===== config.mk =====
export PLATFORM = sky130hd
export DESIGN_NAME = bus_arbiter
export DESIGN_NICKNAME = d
export VERILOG_FILES = /design/src/rtl/bus_arbiter.sv
export SDC_FILE = /design/constraint.sdc
export NUM_CORES = 1
export LEC_CHECK = 0
export ABC_AREA = 1
export CAP_MARGIN = 20
export CORE_AREA = 8 8 71 73
export CTS_CLUSTER_SIZE = 40
export DETAILED_ROUTE_END_ITERATION = 8
export DIE_AREA = 0 0 79 81
export HOLD_SLACK_MARGIN = 0.1
export PLACE_DENSITY_LB_ADDON = 0.12
export SYNTH_ARGS = -nofsm -noshare
export SYNTH_HDL_FRONTEND = slang
export SYNTH_SLANG_ARGS = --single-unit
export TNS_END_PERCENT = 5

===== constraint.sdc =====
create_clock -name sysclk -period 2.95 [get_ports sysclk]
set_input_delay 0.4425 -clock sysclk [delete_from_list [all_inputs] [get_ports sysclk]]
set_output_delay 0.4425 -clock sysclk [all_outputs]
set_load 0.05 [all_outputs]

===== src/rtl/bus_arbiter.sv =====
// ============================================================================
//  Module   : bus_arbiter
//  Purpose  : Shared-bus arbiter between the CPU, the Maria DMA engine and an
//             optional debug/loader port, with turnaround gaps and a DMA
//             ownership watchdog. The debug path is built only when the macro
//             BUS_ARB_DBG_PORT_EN is defined.
//  Revision : 1.0 - initial release
// ============================================================================
`default_nettype none

module bus_arbiter #(
  parameter int TURN_CYCLES    = 2,
  parameter int DMA_MAX_CYCLES = 512
) (
  input  logic        sysclk,
  input  logic        reset,
  input  logic        enable,
  input  logic        core_latch_data,
  input  logic        halt_b,
  input  logic [15:0] cpu_addr,
  input  logic        cpu_we,
  input  logic [7:0]  cpu_dout,
  input  logic        dma_req,
  input  logic [15:0] dma_addr,
  output logic        dma_ack,
  input  logic        dbg_req,
  input  logic [15:0] dbg_addr,
  input  logic        dbg_we,
  input  logic [7:0]  dbg_din,
  output logic        dbg_ack,
  output logic [15:0] mem_addr,
  output logic        mem_we,
  output logic [7:0]  mem_din,
  output logic [1:0]  owner,
  output logic        cpu_wait,
  output logic        dma_timeout
);

  typedef enum logic [2:0] {
    CPU_OWN  = 3'd0,
    TURN_DMA = 3'd1,
    DMA_OWN  = 3'd2,
    TURN_CPU = 3'd3,
    DBG_OWN  = 3'd4
  } state_t;

  localparam int              c_TW        = (TURN_CYCLES > 1) ? $clog2(TURN_CYCLES) : 1;
  localparam logic [c_TW-1:0] c_TURN_LOAD = c_TW'(TURN_CYCLES - 1);
  localparam logic [c_TW-1:0] c_TURN_ONE  = c_TW'(1);
  localparam logic [9:0]      c_DMA_MAX   = 10'(DMA_MAX_CYCLES);
  localparam logic [1:0]      c_OWN_CPU   = 2'd0;
  localparam logic [1:0]      c_OWN_DMA   = 2'd1;
  localparam logic [1:0]      c_OWN_DBG   = 2'd2;
  localparam logic [1:0]      c_OWN_NONE  = 2'd3;

  state_t          r_state;
  logic [c_TW-1:0] r_turn_cnt;
  logic [9:0]      r_own_cnt;
  logic            r_wd_lock;
  logic            r_dbg_block;

  logic            w_dma_start;
  logic            w_dbg_grant;
  logic [9:0]      w_own_inc;
  logic            w_wd_hit;

  // After a watchdog release the DMA stays locked out until halt_b is seen high.
  assign w_dma_start = enable & ~halt_b & core_latch_data & ~r_wd_lock;
  assign w_own_inc   = (r_own_cnt == c_DMA_MAX) ? r_own_cnt : r_own_cnt + 10'd1;
  assign w_wd_hit    = (w_own_inc == c_DMA_MAX);

`ifdef BUS_ARB_DBG_PORT_EN
  assign w_dbg_grant = dbg_req & core_latch_data & ~r_dbg_block;
`else
  logic w_unused_dbg;
  assign w_dbg_grant  = 1'b0;
  assign w_unused_dbg = dbg_req ^ r_dbg_block;
`endif

  always_ff @(posedge sysclk or posedge reset) begin
    if (reset) begin
      r_state     <= CPU_OWN;
      r_turn_cnt  <= '0;
      r_own_cnt   <= '0;
      r_wd_lock   <= 1'b0;
      r_dbg_block <= 1'b0;
      owner       <= c_OWN_CPU;
      cpu_wait    <= 1'b0;
      dbg_ack     <= 1'b0;
      dma_timeout <= 1'b0;
    end else begin
      dbg_ack <= 1'b0;
      if (halt_b) r_wd_lock <= 1'b0;
      case (r_state)
        CPU_OWN: begin
          if (w_dma_start) begin
            r_state    <= TURN_DMA;
            r_turn_cnt <= c_TURN_LOAD;
            owner      <= c_OWN_NONE;
            cpu_wait   <= 1'b1;
          end else if (w_dbg_grant) begin
            r_state     <= DBG_OWN;
            r_dbg_block <= 1'b1;
            owner       <= c_OWN_DBG;
            cpu_wait    <= 1'b1;
            dbg_ack     <= 1'b1;
          end else if (core_latch_data) begin
            // a strobe spent in CPU_OWN re-arms the next debug grant
            r_dbg_block <= 1'b0;
          end
        end
        TURN_DMA: begin
          if (!enable) begin
            r_state    <= TURN_CPU;
            r_turn_cnt <= c_TURN_LOAD;
          end else if (r_turn_cnt == '0) begin
            r_state   <= DMA_OWN;
            r_own_cnt <= '0;
            owner     <= c_OWN_DMA;
          end else begin
            r_turn_cnt <= r_turn_cnt - c_TURN_ONE;
          end
        end
        DMA_OWN: begin
          r_own_cnt <= w_own_inc;
          if (halt_b || !enable) begin
            r_state    <= TURN_CPU;
            r_turn_cnt <= c_TURN_LOAD;
            owner      <= c_OWN_NONE;
          end else if (w_wd_hit) begin
            r_state     <= TURN_CPU;
            r_turn_cnt  <= c_TURN_LOAD;
            owner       <= c_OWN_NONE;
            dma_timeout <= 1'b1;
            r_wd_lock   <= 1'b1;
          end
        end
        TURN_CPU: begin
          if (r_turn_cnt == '0) begin
            r_state  <= CPU_OWN;
            owner    <= c_OWN_CPU;
            cpu_wait <= 1'b0;
          end else begin
            r_turn_cnt <= r_turn_cnt - c_TURN_ONE;
          end
        end
        DBG_OWN: begin
          r_state  <= CPU_OWN;
          owner    <= c_OWN_CPU;
          cpu_wait <= 1'b0;
        end
        default: begin
          r_state  <= CPU_OWN;
          owner    <= c_OWN_CPU;
          cpu_wait <= 1'b0;
        end
      endcase
    end
  end

  always_comb begin
    mem_addr = '0;
    mem_we   = 1'b0;
    mem_din  = '0;
    dma_ack  = 1'b0;
    case (r_state)
      CPU_OWN: begin
        mem_addr = cpu_addr;
        mem_we   = cpu_we & ~reset;
        mem_din  = cpu_dout;
      end
      DMA_OWN: begin
        mem_addr = dma_addr;
        dma_ack  = dma_req;
      end
      DBG_OWN: begin
        mem_addr = dbg_addr;
        mem_we   = dbg_we;
        mem_din  = dbg_din;
      end
      default: ;
    endcase
  end

endmodule

`default_nettype wire


==> results.sh <==
export IMPL_die_height_um=81
export IMPL_h_tree_depth=1
export IMPL_cp_arrival_ns=1.86
export IMPL_crit_path_end_kind="output port"
export IMPL_syn_nets=279
export IMPL_dieArea_um2=6400
export IMPL_worstMarginPinSlew_ns=0.731
export IMPL_antenna_found_initial=0
export IMPL_ys_ff_latch=18
export IMPL_io_buffers=76
export IMPL_ys_top_cells_by_area="dfrtp_1 31%, nand2_1 13%, a22o_1 9.7%, inv_1 7.5%, ha_1 6.0%"
export IMPL_layout_cells_non_filler=324
export IMPL_hpwl_mm=3.89
export IMPL_wl_met2_mm=2.25
export IMPL_cts_clk_slew_worst_paths_ns=0.07
export IMPL_globalRouteTotalUtil_pct=14.5
export IMPL_hold_viol_final=0
export IMPL_syn2layout_area_growth_pct=55.1
export IMPL_numPlacedInstances=320
export IMPL_totalWireLength_mm=4.64
export IMPL_ctsLongestPathBuffers=2
export IMPL_crit_required_ns=2.51
export IMPL_vias_per_cell=4.84
export IMPL_tns_ns=0
export IMPL_yosysWarnings=0
export IMPL_pin_count=104
export IMPL_avgSynthCellArea_um2=7.29
export IMPL_initial_core_util_pct=37.1
export IMPL_antennaDiodeCount=0
export IMPL_synth_cell_types=30
export IMPL_fin_skew_ns=0.00406
export IMPL_finalCritPeriodShare_pct=78.1
export IMPL_synth_area_um2=1450
export IMPL_irDropWorstVdd_mv=0.530
export IMPL_drt_first_iter_violations=50
export IMPL_vias=1567
export IMPL_num_nets_final=355
export IMPL_clock_latency_ns=0.25
export IMPL_min_path_type="flip-flop to flip-flop"
export IMPL_leakage_uw=0.00112
export IMPL_grt_pass1_vias=1671
export IMPL_ant_nets=0
export IMPL_max_slew_margin_pct=51.2
export IMPL_die_x_um=79
export IMPL_crit_fanout=5
export IMPL_nFillCells=366
export IMPL_num_rows=23
export IMPL_highest_layer="met4"
export IMPL_crit_type="flip-flop to output port"
export IMPL_synth_cells=199
export IMPL_grt_max_degree=27
export IMPL_slew_violations=0
export IMPL_routedWlPerCell_um=14.3
export IMPL_drive_above_1_share_pct=18.2
export IMPL_setup_viol=0
export IMPL_status="finished, final reports clean"
export IMPL_cts_sinks=18
export IMPL_cts_tree="yes"
export IMPL_cts_resized=0
export IMPL_power_density_nw_per_um2=1030
export IMPL_drt_first_pass_iters=4
export IMPL_wl_met3_um=416
export IMPL_drc=0
export IMPL_post_cts_buffers=0
export IMPL_rsz0062_at_grt="false"
export IMPL_gr_total_overflow=0
export IMPL_min_period_ns=2.31
export IMPL_synth_top_area_share_pct=31.0
export IMPL_core_um2=3910
export IMPL_max_freq_mhz=434
export IMPL_root_buffer="clkbuf_8"
export IMPL_crit_path_start_kind="flip-flop"
export IMPL_place_congestion=0.785
export IMPL_cts_hold_buffers=0
export IMPL_synth_top_area_cell="dfrtp_1"
export IMPL_grt_pass1_wl_mm=7.59
export IMPL_wl_met1_mm=1.94
export IMPL_yosysSeqAreaShare_pct=31.0
export IMPL_cts_buffers=3
export IMPL_drv_cap=0
## per-layer routing
| layer | global-route usage [%] | vias up |
|---|---|---|
| li1 | - | 806 |
| met5 | 0 | - |
| met4 | 3.33 | 0 |
| met2 | 24.4 | 56 |
| met1 | 16.6 | 701 |
| met3 | 6.62 | 4 |
## power breakdown
| group | switching, µW | total, µW | internal, µW |
|---|---|---|---|
| combinational | 1190 | 1760 | 569 |
| clock | 82.9 | 201 | 118 |
| sequential | 53.6 | 359 | 305 |
| total | 1330 | 2320 | 993 |
## per-stage QoR
stage	instance area [µm²]	util (%)	worst slack [ns]	hold slack [ns]	total power, µW
2_1_floorplan	1450	-	0.640	0.381	1600
3_3_place_gp	2200	56.1	0.691	0.456	2130
3_5_place_dp	2200	56.1	0.698	0.478	2130
4_1_cts	2250	57.5	0.617	0.500	2340
5_1_grt	2250	57.5	0.532	0.527	2480
6_report	2250	57.5	0.645	0.499	2320
## worst max-delay path: stages (launching register included)
cell	delay [ns]
dfrtp_1	0.43
inv_1	0.10
ha_1	0.17
nand2_1	0.05
inv_1	0.04
clkdlybuf4s50_1	0.81
## state kept, by name, summed over array words and instances (netlist names)
register	count
r_turn_cnt	1
dma_timeout	1
r_wd_lock	1
owner	2
r_state	2
cpu_wait	1
r_own_cnt	10
## cells in the mapped netlist
library cell  instances
nor3b_2               1
o21ai_1               9
xor2_1                2
a22o_1               16
nand2_2               3
nor3_4                1
conb_1                1
buf_6                 1
a21oi_1               1
a31oi_1               1
nand2_4               2
o22ai_1               5
ha_1                  7
nor2_2                6
a21oi_2               1
inv_1                29
nor2_1               10
nor3_1                1
nor2_4                2
o21ai_0               2
a211oi_1              1
nand3_2               2
nand4_1               5
dfrtp_1              18
clkbuf_1              6
nand2_1              49
inv_2                 1
and2_1                1
buf_4                 1
nand3_1              14
## path summary, 6_finish.rpt
kind / from / to / cells after the start / slack (ns)
worst max-delay path: r_state[0] / mem_din[7] / 5 / 0.64
min in group asynchronous: reset / r_state[0] / 2 / 0.64
worst max register to register: r_state[1] / r_own_cnt[6] / 7 / 1.04
worst min-delay path: dma_timeout / dma_timeout / 2 / 0.50
worst min register to register: dma_timeout / dma_timeout / 2 / 0.50
max in group asynchronous: reset / r_own_cnt[4] / 2 / 1.85
## kinds of logic (layout without fill, tap and decap cells)
logic type / after synthesis / after routing / share of synthesized area [%]
compound gates: 36 / 36 / 17.5
xor+xnor: 2 / 2 / 1.21
fa+ha+maj: 7 / 7 / 6.03
buf+inv: 38 / 113 / 10.6
flops: 18 / 18 / 31.0
other cells: 1 / 1 / 0.258
simple gates: 97 / 97 / 33.4
## cell usage in the layout (no fill, tap or decap), types with 2 or more instances in the layout
cell type and n:
nand2_4 2, a22o_1 16, nand3_2 2, clkbuf_8 4
nand2_2 3, nand3_1 14, nor2_4 2, nor2_2 6
nor2_1 10, nand2_1 49, o21ai_1 9, o21ai_0 2
ha_1 7, nand4_1 5, xor2_1 2, dfrtp_1 18
buf_4 27, inv_1 29, clkdlybuf4s50_1 52, o22ai_1 5
## layout make-up
| cell class | count | area, µm² | share of cell area (%) |
|---|---|---|---|
| Clock buffer | 4 | 55.1 | 2.45 |
| Inverter | 30 | 113 | 5.00 |
| Multi-Input combinational cell | 143 | 847 | 37.6 |
| Sequential cell | 18 | 450 | 20.0 |
| Tap cell | 50 | 62.6 | 2.78 |
| Timing Repair Buffer | 79 | 723 | 32.1 |
Note: power is estimated with default switching activity, not from simulation.
